===== config.mk =====
export PLATFORM = sky130hd
export DESIGN_NAME = cond_unit_pipe
export DESIGN_NICKNAME = d
export VERILOG_FILES = /design/src/rtl/cond_unit_pipe.sv
export SDC_FILE = /design/constraint.sdc
export NUM_CORES = 1
export LEC_CHECK = 0
export BUFFER_PORTS_ARGS = -buffer_cell sky130_fd_sc_hd__buf_2
export CAP_MARGIN = 10
export CORE_MARGIN = 1
export CORE_UTILIZATION = 25
export DETAILED_ROUTE_END_ITERATION = 10
export GPL_TIMING_DRIVEN = 1
export SYNTH_ARGS = -nofsm -noshare
export SYNTH_HDL_FRONTEND = slang
export SYNTH_SLANG_ARGS = --single-unit

===== constraint.sdc =====
create_clock -name CLK -period 6.1 [get_ports CLK]
set_input_delay 0.305 -clock CLK [delete_from_list [all_inputs] [get_ports CLK]]
set_output_delay 0.305 -clock CLK [all_outputs]
set_load 0.1 [all_outputs]

===== src/rtl/cond_unit_pipe.sv =====
// cond_unit_pipe
// Single-stage ARM-style condition unit with NCTX independent flag contexts.
// An accepted instruction is evaluated against the stored flags of its own
// context; the registered results appear exactly one cycle later. A passing
// instruction may update that context's flags, and the new flags are usable
// by an instruction accepted in the very next cycle. An annulled instruction
// bumps a saturating per-context counter.
//
// Ports
//   CLK, Reset          clock (rising edge), asynchronous active-high reset
//   Valid, Ctx          instruction present, flag context it belongs to
//   Cond, ALUFlags      condition field, {N,Z,C,V} produced by instruction
//   FlagW               [1] write N,Z  [0] write C,V (only if condition passes)
//   PCS, RegW, MemW     unconditioned control requests
//   Stall, Flush        hold everything / kill the stage (Flush wins)
//   RdCtx, CntClr       status read select, clear of the selected counter
//   OutValid..MemWrite  registered results
//   FlagsOut,AnnulCount combinational status read of context RdCtx
//   CtxErr              sticky: an instruction named a non-existent context
module cond_unit_pipe #(
  parameter int NCTX = 2,
  parameter int CNTW = 8
) (
  input  logic                                 CLK,
  input  logic                                 Reset,
  input  logic                                 Valid,
  input  logic [((NCTX > 1) ? $clog2(NCTX) : 1)-1:0] Ctx,
  input  logic [3:0]                           Cond,
  input  logic [3:0]                           ALUFlags,
  input  logic [1:0]                           FlagW,
  input  logic                                 PCS,
  input  logic                                 RegW,
  input  logic                                 MemW,
  input  logic                                 Stall,
  input  logic                                 Flush,
  input  logic [((NCTX > 1) ? $clog2(NCTX) : 1)-1:0] RdCtx,
  input  logic                                 CntClr,
  output logic                                 OutValid,
  output logic                                 CondEx,
  output logic                                 PCSrc,
  output logic                                 RegWrite,
  output logic                                 MemWrite,
  output logic [3:0]                           FlagsOut,
  output logic [CNTW-1:0]                      AnnulCount,
  output logic                                 CtxErr
);

  localparam int CTXW = (NCTX > 1) ? $clog2(NCTX) : 1;
  localparam logic [CTXW:0]   NCTX_V  = (CTXW + 1)'(NCTX);
  localparam logic [CNTW-1:0] CNT_MAX = {CNTW{1'b1}};
  localparam logic [CNTW-1:0] CNT_ONE = CNTW'(1);

  // ARM condition decode on a {N,Z,C,V} flag nibble.
  function automatic logic cond_pass(input logic [3:0] cond, input logic [3:0] f);
    logic n, z, c, v;
    logic r;
    n = f[3];
    z = f[2];
    c = f[1];
    v = f[0];
    case (cond)
      4'b0000: r = z;
      4'b0001: r = ~z;
      4'b0010: r = c;
      4'b0011: r = ~c;
      4'b0100: r = n;
      4'b0101: r = ~n;
      4'b0110: r = v;
      4'b0111: r = ~v;
      4'b1000: r = c & ~z;
      4'b1001: r = ~c | z;
      4'b1010: r = (n == v);
      4'b1011: r = (n != v);
      4'b1100: r = ~z & (n == v);
      4'b1101: r = z | (n != v);
      4'b1110: r = 1'b1;
      default: r = 1'b0;
    endcase
    return r;
  endfunction

  logic [3:0]      flags_r [NCTX];
  logic [CNTW-1:0] cnt_r   [NCTX];

  logic            ctx_ok_s;
  logic            rd_ok_s;
  logic            advance_s;   // stage is not frozen by a plain stall
  logic            accept_s;
  logic            pass_s;
  logic [3:0]      cur_flags_s;
  logic [NCTX-1:0] ctx_sel_s;
  logic [NCTX-1:0] clr_sel_s;

  // Acceptance, context selection and condition evaluation.
  always_comb begin
    ctx_ok_s    = ({1'b0, Ctx} < NCTX_V);
    rd_ok_s     = ({1'b0, RdCtx} < NCTX_V);
    advance_s   = ~Stall | Flush;
    accept_s    = Valid & ~Stall & ~Flush & ctx_ok_s;
    cur_flags_s = 4'b0000;
    if (ctx_ok_s) begin
      cur_flags_s = flags_r[Ctx];
    end else begin
      cur_flags_s = 4'b0000;
    end
    pass_s = cond_pass(Cond, cur_flags_s);
    for (int i = 0; i < NCTX; i++) begin
      ctx_sel_s[i] = (Ctx == CTXW'(i));
      clr_sel_s[i] = CntClr & rd_ok_s & advance_s & (RdCtx == CTXW'(i));
    end
  end

  // Per-context flags and saturating annul counters; a clear beats an increment.
  always_ff @(posedge CLK or posedge Reset) begin
    if (Reset) begin
      for (int i = 0; i < NCTX; i++) begin
        flags_r[i] <= 4'b0000;
        cnt_r[i]   <= {CNTW{1'b0}};
      end
    end else begin
      for (int i = 0; i < NCTX; i++) begin
        if (accept_s && pass_s && ctx_sel_s[i]) begin
          if (FlagW[1]) flags_r[i][3:2] <= ALUFlags[3:2];
          if (FlagW[0]) flags_r[i][1:0] <= ALUFlags[1:0];
        end
        if (clr_sel_s[i]) begin
          cnt_r[i] <= {CNTW{1'b0}};
        end else if (accept_s && !pass_s && ctx_sel_s[i] && (cnt_r[i] != CNT_MAX)) begin
          cnt_r[i] <= cnt_r[i] + CNT_ONE;
        end
      end
    end
  end

  // Registered results: Flush kills, Stall holds, otherwise load or bubble.
  always_ff @(posedge CLK or posedge Reset) begin
    if (Reset) begin
      OutValid <= 1'b0;
      CondEx   <= 1'b0;
      PCSrc    <= 1'b0;
      RegWrite <= 1'b0;
      MemWrite <= 1'b0;
    end else if (Flush) begin
      OutValid <= 1'b0;
      CondEx   <= 1'b0;
      PCSrc    <= 1'b0;
      RegWrite <= 1'b0;
      MemWrite <= 1'b0;
    end else if (Stall) begin
      OutValid <= OutValid;
      CondEx   <= CondEx;
      PCSrc    <= PCSrc;
      RegWrite <= RegWrite;
      MemWrite <= MemWrite;
    end else if (accept_s) begin
      OutValid <= 1'b1;
      CondEx   <= pass_s;
      PCSrc    <= pass_s & PCS;
      RegWrite <= pass_s & RegW;
      MemWrite <= pass_s & MemW;
    end else begin
      OutValid <= 1'b0;
      CondEx   <= 1'b0;
      PCSrc    <= 1'b0;
      RegWrite <= 1'b0;
      MemWrite <= 1'b0;
    end
  end

  // Sticky error for an instruction that names a context that does not exist.
  always_ff @(posedge CLK or posedge Reset) begin
    if (Reset) begin
      CtxErr <= 1'b0;
    end else if (Valid && !Stall && !Flush && !ctx_ok_s) begin
      CtxErr <= 1'b1;
    end else begin
      CtxErr <= CtxErr;
    end
  end

  // Status read port; out-of-range selects read as zero.
  always_comb begin
    FlagsOut   = 4'b0000;
    AnnulCount = {CNTW{1'b0}};
    if (rd_ok_s) begin
      FlagsOut   = flags_r[RdCtx];
      AnnulCount = cnt_r[RdCtx];
    end else begin
      FlagsOut   = 4'b0000;
      AnnulCount = {CNTW{1'b0}};
    end
  end

endmodule


* Word level (Yosys, flattened, before mapping)
Cells that the tools add are included.
Storage, ports and cells: logic and storage cells 102, input bits 21, register bits 29
Cells by class: order comparisons 2, reduce and logical (&&, ||, !) cells 16, add/subtract/negate cells 2, equality and inequality tests 19, bitwise gates (word level) 23, multiplexer cells 29
Operators with widths (count):
- 8-bit 2-to-1 mux | 7
- 4-bit == test, second input constant | 7
- 4-bit 2-to-1 mux | 6
- 8-bit by 1-bit adder with 8-bit output, second input constant | 2
- 4-bit by 3-bit == test with 1-bit output, second input constant | 4
- 8-bit != test, second input constant | 2
- 1-bit 2-to-1 mux | 15
- 1-bit case mux with 15 select lines | 1
- 1-bit AND | 10
- 4-bit by 2-bit == test with 1-bit output, second input constant | 2
- 1-bit logical AND | 8
- 1-bit NOT | 8
- 2-bit AND reduction | 4
- 4-bit by 1-bit == test with 1-bit output, second input constant | 1
- 2-bit >= comparator, second input constant | 2
- 4-bit logical NOT | 1
- 1-bit NOT with 2-bit output | 2
- 2-bit nonzero test | 2
- 1-bit OR | 3
- 2-bit by 1-bit != test with 1-bit output, second input constant | 1
- 1-bit == test | 1
- 1-bit logical NOT | 1
- 1-bit != test | 1

* Logic depth before layout (Yosys ltp)
depth in word-level cells 13, gate-level depth with buffers 10, depth with buffers taken out 7

* Least setup slack after synthesis
No wires, ideal clock.
path kind input -> output, start point input RdCtx, end point output AnnulCount[3], setup slack 2953 ps, cell stages on the path 3, arrival 2842 ps, path through clkbuf_1 -> clkbuf_1 -> o21ai_0
On the way: longest elaborated chain between the ends 4
RTL lines:
- start: declaration | RTL line 36 | input logic [((NCTX > 1) ? $clog2(NCTX) : 1)-1:0] RdCtx,
- 1-bit NOT with 2-bit output (implied by the code) | RTL line 187 | AnnulCount = cnt_r[RdCtx];
- 8-bit 2-to-1 mux (implied by the code) (3 in a row) | RTL line 187
- end: declaration | RTL line 44 | output logic [CNTW-1:0] AnnulCount,
No other way between the ends. The select of a mux whose other input is x is not followed.

* Worst setup path in the final report
start point register flags_r[4] (netlist bit), end point register MemWrite
On the way: longest elaborated chain between the ends 10, elaborated cells on any way between the ends 13
RTL lines:
- start: declaration | RTL line 82 | logic [3:0] flags_r [NCTX];
- start signal: indexed assignment | RTL line 123 | if (FlagW[1]) flags_r[i][3:2] <= ALUFlags[3:2];
- start signal: indexed assignment | RTL line 124 | if (FlagW[0]) flags_r[i][1:0] <= ALUFlags[1:0];
- 4-bit 2-to-1 mux (implied by the code) * (3 in a row) | RTL line 102 | cur_flags_s = flags_r[Ctx];
- 1-bit != test / 1-bit == test (equally long branches)
- 1-bit OR / 1-bit AND (equally long branches) | RTL line 75, 74
- 1-bit case mux with 15 select lines * | RTL line 61 | case (cond)
- 1-bit AND * | RTL line 160 | MemWrite <= pass_s & MemW;
- 1-bit 2-to-1 mux * | RTL line 155 | end else if (accept_s) begin
- 1-bit 2-to-1 mux * | RTL line 149 | end else if (Stall) begin
- 1-bit 2-to-1 mux * | RTL line 143 | end else if (Flush) begin
- end signal: assignment | RTL line 154 | MemWrite <= MemWrite;
- end signal: assignment | RTL line 160
- end: declaration | RTL line 42 | output logic MemWrite,
Every way passes the cells marked *; elsewhere a longest branch is shown, timed or not. The select of a mux whose other input is x is not followed. A chain may end at the register's enable or synchronous reset.

==> impl_metrics.env <==
export IMPL_status="finished clean"
export IMPL_drv_slew=0
export IMPL_final_hold_viol_count=0
export IMPL_numCtsBuffers=5
export IMPL_grt_pass1_wl_mm=7.56
export IMPL_cts_tree="yes"
export IMPL_crit_chain="xnor2_1 -> mux2i_2 -> or2b_1 -> mux2i_1 -> nor4_2 -> a21oi_1 -> a22o_1"
export IMPL_synth_top_area_share_pct=38.1
export IMPL_multiInputGateArea_um2=1100
export IMPL_grt_overflow_total=0
export IMPL_worst_slew_pin_slew_ns=1.17
export IMPL_cp_start_kind="flip-flop"
export IMPL_via_per_inst=4.85
export IMPL_power_total_mw=0.664
export IMPL_synth_area_leaders="dfrtp_1, mux2_2, nand2_1"
export IMPL_required_ns=6.27
export IMPL_holdBufCountCts=0
export IMPL_max_cap_violations=0
export IMPL_ctsResizeCount=0
export IMPL_synth_edf_count=0
export IMPL_post_drt_wl_per_cell_um=13.5
export IMPL_p_leak_nw=1.07
export IMPL_layout_nets=263
export IMPL_slew_headroom_pct=21.1
export IMPL_critPathMaxFanout=14
export IMPL_clk_latency_ns=0.28
export IMPL_path_delay_family="simple AND/OR/NAND/NOR gates"
export IMPL_setup_ws_ns=3.27
export IMPL_syn_inst=208
export IMPL_syn_avg_cell_area_um2=9.17
export IMPL_cts_setup_buffers=0
export IMPL_netlist_area_um2=1910
export IMPL_chipWidth_um=89.3
export IMPL_gp_congestion=0.782
export IMPL_synth_fp_nets=231
export IMPL_area_growth_pct=21.1
export IMPL_async_reset_ff_share_pct=100
export IMPL_clkTransAtPathRegs_ns=0.07
export IMPL_ys_ff_latch=29
export IMPL_yosysWarningCount=0
export IMPL_htreeDepth=2
export IMPL_final_antenna_net_count=0
export IMPL_dp_hpwl_mm=3.47
export IMPL_rsz0062_at_grt="no"
export IMPL_power_density_nw_per_um2=288
export IMPL_synth_distinct_cells=46
export IMPL_track_usage_pct=12.5
export IMPL_fillers=767
export IMPL_crit_buf_inv=0
export IMPL_vias=1648
export IMPL_fmax_mhz=354
export IMPL_antenna_found_initial=0
export IMPL_drc=0
export IMPL_cts_root_buf="clkbuf_8"
export IMPL_rows=31
export IMPL_coreArea_um2=7330
export IMPL_regArea_um2=726
export IMPL_hold_path_class="primary input to asynchronous set/reset pin"
export IMPL_synthFlopType="dfrtp_1"
export IMPL_die_area_um2=7980
export IMPL_cts_sinks=29
export IMPL_first_pass_iters=4
export IMPL_ios=39
export IMPL_setup_tns_ns=0
export IMPL_dp_slack_ns=3.23
export IMPL_drtIter0Drc=134
export IMPL_die_y_um=89.3
export IMPL_arrival_ns=3.00
export IMPL_synth_top_area_cell="dfrtp_1"
export IMPL_start_util_pct=26.0
export IMPL_synth_seq_area_share_pct=38.1
export IMPL_clock_skew_ns=0.00730
export IMPL_ir_drop_mv=0.202
export IMPL_critPathSlowestCell="nor4_2"
export IMPL_timing_final_crit_share_pct=46.4
export IMPL_diodes=0
export IMPL_portBuffers=37
export IMPL_drive_gt1_share_pct=30.7
export IMPL_min_period_ns=2.83
export IMPL_ys_top_cells_by_count="dfrtp_1, nand2_1, mux2_2"
export IMPL_grt_max_degree=30
export IMPL_worst_setup_path_type="flip-flop to flip-flop"
export IMPL_wl_mm=4.58
export IMPL_grt_pass1_vias=1527
export IMPL_cp_slowest_stage_delay_ns=0.96
export IMPL_setup_violations=0
export IMPL_end_kind="flip-flop"
export IMPL_clock_path_buffers=2
export IMPL_synth_most_common_cell="dfrtp_1"
==> routing by layer <==
layer / global-route usage (%) / share of wire (%)
met1: 17.6 / 49
met2: 19.2 / 44
met5: 0 / 0
met4: 3.46 / 0.87
met3: 2.86 / 5.3
==> metrics by stage <==
| step | utilization, % | std cells | hold slack [ns] | instance area [um^2] |
|---|---|---|---|---|
| CTS | 31.1 | 339 | 0.216 | 2280 |
| global placement | 29.3 | 331 | 0.478 | 2150 |
| detailed placement | 29.3 | 331 | 0.488 | 2150 |
| finish | 31.5 | 340 | 0.0576 | 2310 |
| global route | 31.5 | 340 | 0.103 | 2310 |
| floorplan | - | 208 | 0.371 | 1910 |
==> cell type report <==
class,count,share of cell area [%]
clock buffer,5,2.98
sequential,29,31.4
timing repair buffer,38,9.21
multi-input combinational,162,47.5
tap,99,5.37
clock inverter,3,2.82
inverter,4,0.650
==> registers in the layout, summed over array words and instances, names as in the netlist <==
register,cells
flags_r,8
OutValid,1
RegWrite,1
MemWrite,1
CondEx,1
cnt_r,16
PCSrc,1
==> cells in the final DEF (no fill, tap or decap), drive strengths merged, types with 9 or more instances in the layout <==
master  count
a21oi      18
buf        38
dfrtp      29
mux2       20
nand2      23
nand3      12
nor2       12
o21ai       9
==> kinds of logic after synthesis <==
family	share of synthesized area (%)
AND/OR/NAND/NOR	22.0
AO/OA/AOI/OAI	16.7
flip-flops	38.1
multiplexers	15.2
buffers and inverters	4.72
XOR/XNOR	1.84
adder cells (fa/ha/maj)	1.31
other	0.197
==> power breakdown <==
part | internal [mW] | switching [mW] | total (mW)
combinational | 0.0600 | 0.135 | 0.195
clock | 0.162 | 0.0789 | 0.241
sequential | 0.208 | 0.0191 | 0.228
total | 0.431 | 0.233 | 0.664
==> worst paths after layout <==
| check | startpoint | to | slack, ns | cells after the start |
|---|---|---|---|---|
| hold / removal | Reset | cnt_r[3] | 0.06 | 2 |
| hold reg to reg | CondEx | CondEx | 0.50 | 1 |
| max in group asynchronous | Reset | flags_r[0] | 5.57 | 3 |
| setup / recovery | flags_r[4] | MemWrite | 3.27 | 7 |
| min in group CLK | Flush | OutValid | 0.22 | 2 |
| setup reg to reg | flags_r[4] | MemWrite | 3.27 | 7 |
Note: power is estimated with default switching activity, not from simulation.
